`config.mk`:
```
export PLATFORM = sky130hd
export DESIGN_NAME = apb_timeout_guard
export DESIGN_NICKNAME = d
export VERILOG_FILES = /design/src/rtl/apb_timeout_guard.sv
export SDC_FILE = /design/constraint.sdc
export NUM_CORES = 1
export LEC_CHECK = 0
export ABC_CLOCK_PERIOD_IN_PS = 1710
export CORE_ASPECT_RATIO = 0.6
export CORE_MARGIN = 2
export CORE_UTILIZATION = 39
export CTS_CLUSTER_SIZE = 25
export DETAILED_ROUTE_END_ITERATION = 8
export MAX_ROUTING_LAYER = met4
export PLACE_DENSITY = 0.82
export SLEW_MARGIN = 10
export SYNTH_ARGS = -nofsm -noshare
export SYNTH_HDL_FRONTEND = slang
export SYNTH_SLANG_ARGS = --single-unit
```
`constraint.sdc`:
```
create_clock -name clk -period 1.71 [get_ports clk]
set_input_delay 0.171 -clock clk [delete_from_list [all_inputs] [get_ports clk]]
set_output_delay 0.171 -clock clk [all_outputs]
set_load 0.02 [all_outputs]
```
`src/rtl/apb_timeout_guard.sv`:
```
// apb_timeout_guard: APB pass-through that aborts a stalled access phase.
// While the downstream slave holds PREADY low for too long, the upstream
// transfer is completed with PSLVERR and ERR_RDATA. The downstream transfer is
// then held (DRAIN) until the slave finally responds, and that response is
// discarded.
// Optional feature macro: APB_TIMEOUT_GUARD_STATUS_EN enables the
// err_addr_o / err_cnt_o status registers. When the macro is undefined, both
// outputs are tied to zero.
module apb_timeout_guard #(
    parameter int unsigned                APB_ADDR_WIDTH = 32,
    parameter int unsigned                APB_DATA_WIDTH = 32,
    parameter int unsigned                TIMEOUT_CYCLES = 256,
    parameter logic [APB_DATA_WIDTH-1:0]  ERR_RDATA      = 32'hBADC0DE5
) (
    input  logic                      clk,
    input  logic                      rst,
    // upstream request
    input  logic [APB_ADDR_WIDTH-1:0] s_PADDR_i,
    input  logic [APB_DATA_WIDTH-1:0] s_PWDATA_i,
    input  logic                      s_PWRITE_i,
    input  logic                      s_PSEL_i,
    input  logic                      s_PENABLE_i,
    // upstream response
    output logic [APB_DATA_WIDTH-1:0] s_PRDATA_o,
    output logic                      s_PREADY_o,
    output logic                      s_PSLVERR_o,
    // downstream request
    output logic [APB_ADDR_WIDTH-1:0] m_PADDR_o,
    output logic [APB_DATA_WIDTH-1:0] m_PWDATA_o,
    output logic                      m_PWRITE_o,
    output logic                      m_PSEL_o,
    output logic                      m_PENABLE_o,
    // downstream response
    input  logic [APB_DATA_WIDTH-1:0] m_PRDATA_i,
    input  logic                      m_PREADY_i,
    input  logic                      m_PSLVERR_i,
    // status
    output logic                      timeout_irq_o,
    output logic [APB_ADDR_WIDTH-1:0] err_addr_o,
    output logic [7:0]                err_cnt_o
);

    localparam int unsigned    CW      = $clog2(TIMEOUT_CYCLES + 1);
    localparam logic [CW-1:0]  CNT_MAX = CW'(TIMEOUT_CYCLES);

    typedef enum logic [1:0] {
        IDLE,
        ACCESS,
        DRAIN
    } state_t;

    state_t                    state;
    state_t                    state_nxt;
    logic [CW-1:0]             cnt;
    logic [CW-1:0]             cnt_nxt;
    logic                      abort;
    logic                      abort_act;
    logic                      drain_act;
    logic [APB_ADDR_WIDTH-1:0] lat_addr;
    logic [APB_DATA_WIDTH-1:0] lat_wdata;
    logic                      lat_write;

    // State, wait counter and the latched request of an aborted transfer.
    always_ff @(posedge clk) begin
        if (rst) begin
            state     <= IDLE;
            cnt       <= '0;
            lat_addr  <= '0;
            lat_wdata <= '0;
            lat_write <= 1'b0;
        end else begin
            state <= state_nxt;
            cnt   <= cnt_nxt;
            if (abort) begin
                lat_addr  <= s_PADDR_i;
                lat_wdata <= s_PWDATA_i;
                lat_write <= s_PWRITE_i;
            end
        end
    end

    // Next state and counter; a real PREADY in the expiry cycle beats the abort.
    always_comb begin
        state_nxt = state;
        cnt_nxt   = cnt;
        abort     = 1'b0;
        case (state)
            IDLE: begin
                if (s_PSEL_i && s_PENABLE_i && !m_PREADY_i) begin
                    state_nxt = ACCESS;
                    cnt_nxt   = CW'(1);
                end
            end
            ACCESS: begin
                if (!s_PSEL_i || m_PREADY_i) begin
                    state_nxt = IDLE;
                    cnt_nxt   = '0;
                end else if (cnt == CNT_MAX) begin
                    abort     = 1'b1;
                    state_nxt = DRAIN;
                    cnt_nxt   = '0;
                end else begin
                    cnt_nxt = cnt + 1'b1;
                end
            end
            DRAIN: begin
                if (m_PREADY_i) begin
                    state_nxt = IDLE;
                end
            end
            default: begin
                state_nxt = IDLE;
                cnt_nxt   = '0;
            end
        endcase
    end

    // Outputs: pass-through unless aborting or draining; reset forces pass-through.
    always_comb begin
        drain_act     = (state == DRAIN) && !rst;
        abort_act     = abort && !rst;
        m_PADDR_o     = s_PADDR_i;
        m_PWDATA_o    = s_PWDATA_i;
        m_PWRITE_o    = s_PWRITE_i;
        m_PSEL_o      = s_PSEL_i;
        m_PENABLE_o   = s_PENABLE_i;
        s_PRDATA_o    = m_PRDATA_i;
        s_PREADY_o    = m_PREADY_i;
        s_PSLVERR_o   = m_PSLVERR_i;
        timeout_irq_o = abort_act;
        if (drain_act) begin
            m_PADDR_o   = lat_addr;
            m_PWDATA_o  = lat_wdata;
            m_PWRITE_o  = lat_write;
            m_PSEL_o    = 1'b1;
            m_PENABLE_o = 1'b1;
            s_PRDATA_o  = '0;
            s_PREADY_o  = 1'b0;
            s_PSLVERR_o = 1'b0;
        end else if (abort_act) begin
            s_PRDATA_o  = ERR_RDATA;
            s_PREADY_o  = 1'b1;
            s_PSLVERR_o = 1'b1;
        end
    end

`ifdef APB_TIMEOUT_GUARD_STATUS_EN
    logic [APB_ADDR_WIDTH-1:0] err_addr_q;
    logic [7:0]                err_cnt_q;

    // Last aborted address and saturating abort count.
    always_ff @(posedge clk) begin
        if (rst) begin
            err_addr_q <= '0;
            err_cnt_q  <= '0;
        end else if (abort) begin
            err_addr_q <= s_PADDR_i;
            if (err_cnt_q != 8'hFF) begin
                err_cnt_q <= err_cnt_q + 8'd1;
            end
        end
    end

    assign err_addr_o = err_addr_q;
    assign err_cnt_o  = err_cnt_q;
`else
    assign err_addr_o = '0;
    assign err_cnt_o  = '0;
`endif

endmodule

```
==> metrics.txt, run 1 <==
Cell Pwr Density=643 nW/um^2; pin count of the biggest net entering global routing=70; DIE HEIGHT=84.8 microns; min-delay worst type=primary input to flip-flop; router iterations before antenna repair=5; CTS max path bufs=2; # IOs=245; crit path max-delay cell type=dfxtp_2; number of H-tree levels=3; Clk Latency, worst-skew pair=0.33 ns; RSZ-0062 raised after global routing=yes; core area=10600 sq um; worst setup path start=cnt[0]$_SDFFE_PP0P_; Post-synth EDFFs=0; clock power share=0.414; gr ovfl total=0; commonest non-fill, non-tap cell in the layout=nand2_1; Mapped Cells=508; row cnt=29; first-pass GRT wire length=22800 microns; ANT cells=0; Required @ worst endpoint=1.54 ns; Buf/Inv on CP=3; TritonCTS buffer count=9; Min-Delay Path Depth=3; hpwl dp=between 9000 and 10000 microns; Synth Area per Inst=8.35 sq um; post-placement cell area=6380 sq um; failing checks=setup timing; vias in the first global route=4450; sw frac=0.252; count of different cell masters after synthesis=38; cell family with most CP delay=simple AND/OR/NAND/NOR gates; CP Class=flip-flop to primary output; Slew headroom=0.494; final WL=between 10000 and 15000 microns; Yosys top cell area share=0.359; asr flop ratio synth=0; share of layout cells above drive strength 1=0.376; Max Transition Viols Final=0; Reg clk slew, reported paths=0.06 ns; Hold Crit Start=s_PADDR_i[0]; synthesis warning total=0; Synth area leaders=dfxtp_1, mux2_2, nand2_1; worst r2r src=cnt[0]$_SDFFE_PP0P_; Arrival @ worst endpoint=1.93 ns; part of the power in combinational logic=0.221; prevailing post-synth register cell=dfxtp_1; Final Hold Viols=0; total die area=between 10000 and 15000 sq um; vias per cell=4.90; Peak Freq=477 MHz; status=finished with violations; CTS tree=done; Flop pwr share=0.365; final setup margin=-0.388 ns; mapped cell area=between 4000 and 5000 sq um; Reg2Reg Depth=7; max-cap viol count=0; routability cong.=~0.9; Synth area leader=dfxtp_1; CP max FO=14; P_leak=between 3 and 4 nW; NetSw=~0.0012 W; TritonCTS Sinks=76; worst stage delay on the critical path=0.32 ns; CP Capture Type=primary output; most frequent cells in the layout=nand2_1, buf_6, clkdlybuf4s50_1; Period Utilization, post-route=1.23; Yosys reg bits=76; worst clock skew=approximately 0.0064 ns; Int Pwr=0.00364 W; Die W=139 microns; DP Worst Slack=-0.619 ns; DRT iter0 DRCs=about 220; total track usage=0.247; startpoint types=flip-flop; register area share after synthesis=0.359; drt wl/cell=about 17 microns; Critical Path Stages=8; Worst-Margin Slew=between 0.7 and 0.8 ns; initial antenna violation count=0; fin crit period=2.10 ns; utilization of the core after routing=0.713; worst-path cell chain=inv_2 > ha_4 > nor4b_4 > and3b_2 > nand2b_4 > buf_6 > and3_2 > buf_2; Root Buffer=clkbuf_16; quantity of I/O buffers inserted on ports=204; peak supply drop=roughly 0.00054 V; post-cts hold buffer count=0; via count=4432; nets=866; Area Growth Syn to Fin=78.0%; Initial Util=0.400; Setup-failing EPs final=165; Final Cell Area=7550 sq um; Final ANT Viol Nets=0; Residual DRC=0
[cells in the mapped netlist, types with 2 or more instances]
library cell  number
nand2_1          132
inv_1              3
buf_2             12
a21oi_1           71
mux2_2            65
ha_1               2
o21a_1            20
nand3_1            3
nor4b_2            2
nand2b_1           2
nor2_1             7
buf_6              8
o21ai_0            5
clkbuf_1          15
buf_4             42
o211ai_1           2
and3_1            16
xor2_1             5
nand3b_1           2
dfxtp_1           76
[worst min-delay path, stage by stage]
cell and delay, ns:
clkdlybuf4s50_1 0.41, nand2_1 0.06, a21oi_1 0.05
[final timing paths]
kind	endpoint	slack, ns
hold reg to reg	lat_addr[0]$_SDFFE_PP0P_	0.45
hold / removal	lat_addr[0]$_SDFFE_PP0P_	0.42
setup / recovery	s_PRDATA_o[15]	-0.39
setup reg to reg	lat_addr[27]$_SDFFE_PP0P_	-0.32
[registers in the layout, summed over array words and instances (netlist names)]
register / flops
lat_wdata: 32
state: 2
lat_addr: 32
lat_write: 1
cnt: 9
[power groups by stage]
stage / clock network, W / registers (W) / logic, W
floorplan: 0 / 0.00181 / 0.000496
CTS: 0.00205 / 0.00178 / 0.000977
global placement: 0 / 0.00181 / 0.000963
finish: 0.00201 / 0.00178 / 0.00107
global route: 0.00214 / 0.00177 / 0.00112
detailed placement: 0 / 0.00181 / 0.000970
[area by class of cell]
type                            instances  area [sq um]
Clock inverter                          6          88.8
Clock buffer                           10           229
Inverter                                4          20.0
Tap cell                              139           174
Timing Repair Buffer                  281          2950
Fill cell                             752          3040
Sequential cell                        76          1530
Multi-Input combinational cell        389          2560
[what timing repair did]
action / 4_1_cts / 5_1_grt
buffers inserted: 25 / 15
gates resized for setup: 536 / 142
setup endpoints to repair: 167 / 174
pin swaps: 3 / 0
gates cloned: 9 / 0
endpoints found under the hold margin: 0 / 0
[metrics by stage]
stage / TNS [ns] / power (W) / hold slack [ns] / instances
after global placement: -50.41 / 0.00278 / 0.440 / 845
after global routing: -58.55 / 0.00503 / 0.425 / 905
after CTS: -42.68 / 0.00481 / 0.401 / 895
after floorplan: 0 / 0.00231 / 0.250 / 547
after detailed placement: -56.59 / 0.00278 / 0.446 / 845
final: -41.08 / 0.00486 / 0.418 / 905
[metal layers]
| metal | global-route usage | part of all wire | vias up |
|---|---|---|---|
| met2 | 0.419 | 0.50 | 129 |
| met3 | 0.0434 | 0.038 | 12 |
| li1 | - | - | 2144 |
| met4 | 0.0487 | 0.0074 | 0 |
| met1 | 0.315 | 0.45 | 2147 |
| met5 | - | 0 | - |
[logic make-up (layout without fill, tap and decap cells)]
kind of cell             Yosys count  after routing  share of synthesized area
AND/OR/NAND/NOR                  175            175                      0.187
AO/OA/AOI/OAI                    102            102                      0.137
buffers and inverters             82            301                      0.127
flip-flops                        76             76                      0.359
multiplexers                      65             65                      0.173
XOR/XNOR                           5              5                     0.0103
adder cells (fa/ha/maj)            2              2                    0.00590
other                              1             40                   0.000884
(Power assumes the default switching activity.)
==> run 2: changes to the inputs <==
CORE_ASPECT_RATIO = 1.4   (was 0.6)
==> metrics.txt, run 2 (synthesis gave the netlist of run 1 again) <==
RSZ-0062 raised after global routing=yes; Reg area=1530 sq um; Setup-failing EPs final=166; DIE HEIGHT=127 microns; Reg2Reg Setup Slack=-0.27 ns; Clk Latency, worst-skew pair=0.33 ns; total die area=11700 sq um; failing checks=setup timing; post-cts hold buffer count=0; TritonCTS buffer count=9; initial antenna violation count=0; Required @ worst endpoint=1.54 ns; Period Utilization, post-route=1.21; quantity of I/O buffers inserted on ports=204; pin count of the biggest net entering global routing=70; largest registers=lat_addr: 32 flops, lat_wdata: 32 flops, cnt: 9 flops; vias per cell=4.95; Area Growth Syn to Fin=80.3%; CP Class=flip-flop to primary output; hpwl dp=9890 microns; nets=slightly below 900; core area=about 11000 sq um; routability cong.=0.898; status=finished with violations; Die W=just over 90 microns; worst clock skew=around 0.0074 ns; fin crit period=2.07 ns; Peak Freq=just under 500 MHz; gr ovfl total=0; ANT cells=0; worst hold endpoint=lat_wdata[21]$_SDFFE_PP0P_; max-cap viol count=0; Fill cells=807; placed insts=853; router iterations before antenna repair=4; Cell Pwr Density=620 nW/um^2; Non-Filler Instances=919; final setup margin=-0.359 ns; P_leak=~3.4 nW; setup TNS=-35.70 ns; share of layout cells above drive strength 1=0.389; CTS tree=done; area of the multi-input gates=2590 sq um; most frequent cells in the layout=nand2_1, clkdlybuf4s50_1, buf_6; TritonCTS Sinks=76; Slew headroom=0.508; first-pass GRT wire length=23000 microns; number of H-tree levels=3; worst r2r src=cnt[0]$_SDFFE_PP0P_; Arrival @ worst endpoint=between 1.5 and 2 ns; min-delay worst type=primary input to flip-flop; commonest non-fill, non-tap cell in the layout=nand2_1; peak supply drop=slightly below 0.0005 V; via count=4545; CP Capture Type=primary output; DRT iter0 DRCs=190; vias in the first global route=4527; startpoint types=flip-flop; Final ANT Viol Nets=0; Max Transition Viols Final=0; Min-Delay Path Depth=3; r2r endpoint=lat_wdata[25]$_SDFFE_PP0P_; Residual DRC=0; final WL=15300 microns; row cnt=45; Root Buffer=clkbuf_16; Worst-Margin Slew=approximately 0.74 ns; Initial Util=0.397; CP max FO=7; Reg2Reg Depth=7; Reg clk slew, reported paths=0.06 ns; Hold Crit Start=s_PWDATA_i[21]; total track usage=0.257; # IOs=approximately 250; drt wl/cell=16.7 microns; Final Hold Viols=0; CTS max path bufs=2
## run 2: cell types whose count changed in the layout (fill, tap and decap cells not counted), moves of 2 or more
cell	previous run	this run
buf_4	44	48
buf_6	102	100
o21a_1	20	18
mux2_4	49	51
buf_2	17	19
mux2_2	16	14
clkdlybuf4s15_2	0	7
o21a_4	0	2
buf_16	6	3
## run 2: routing by layer
layer  vias to the layer above  track usage  part of all wire
li1                       2164            -                 -
met1                      2161        0.253              0.36
met2                       196        0.474              0.54
met3                        24       0.0796             0.086
met4                         0       0.0887             0.023
met5                         -            -                 0
## run 2: final cells by class
cell class | instances | share of cell area
clock buffers | 10 | 0.0299
clock inverters | 6 | 0.00834
inverters | 4 | 0.00294
multi-input cells | 389 | 0.339
flip-flops and latches | 76 | 0.200
well taps | 141 | 0.0231
repair buffers | 292 | 0.396
repair inverters | 1 | 0.000818
## run 2: power breakdown
part           switching [W]  internal (W)
sequential        0.00000177       0.00177
clock               0.000742       0.00113
combinational       0.000500      0.000597
total                0.00124       0.00350
## run 2: critical path, stage by stage (launching register included)
cell and delay (ns):
dfxtp_2 0.32, inv_2 0.06, ha_4 0.12, nor4b_4 0.20, and3b_2 0.26, nand2b_4 0.10, inv_8 0.09, buf_6 0.11
o21a_1 0.17, buf_6 0.14
## run 2: what timing repair did
item	CTS	global route
setup buffers	39	13
endpoints found under the setup margin	167	170
cloned	7	0
pin swaps	1	11
resized for setup	560	80
## run 2: how the worst max path moves through the flow
stage	from	endpoint	slack, ns	depth (start not counted)
after floorplan	cnt[0]$_SDFFE_PP0P_	s_PRDATA_o[18]	0.004	8
after global placement	m_PREADY_i	s_PRDATA_o[22]	-0.60	7
after detailed placement	m_PREADY_i	s_PRDATA_o[20]	-0.62	7
after CTS	cnt[0]$_SDFFE_PP0P_	s_PREADY_o	-0.36	9
after global routing	cnt[1]$_SDFFE_PP0P_	s_PREADY_o	-0.49	9
final	cnt[0]$_SDFFE_PP0P_	s_PREADY_o	-0.36	9
## run 2: stage by stage
| step | util | worst slack, ns | cell area (sq um) | hold WS, ns | power [W] |
|---|---|---|---|---|---|
| floorplan | - | 0.00384 | 4400 | 0.250 | 0.00231 |
| global placement | 0.601 | -0.602 | 6430 | 0.439 | 0.00279 |
| detailed placement | 0.601 | -0.625 | 6430 | 0.445 | 0.00280 |
| CTS | 0.690 | -0.364 | 7390 | 0.402 | 0.00469 |
| global route | 0.715 | -0.486 | 7650 | 0.424 | 0.00491 |
| finish | 0.715 | -0.359 | 7650 | 0.419 | 0.00474 |
==> run 3: changes to the inputs <==
CTS_CLUSTER_SIZE = default   (was 25)
==> results of run 3 <==
Same layout as run 2: the final DEF is identical, and so are final timing and power.
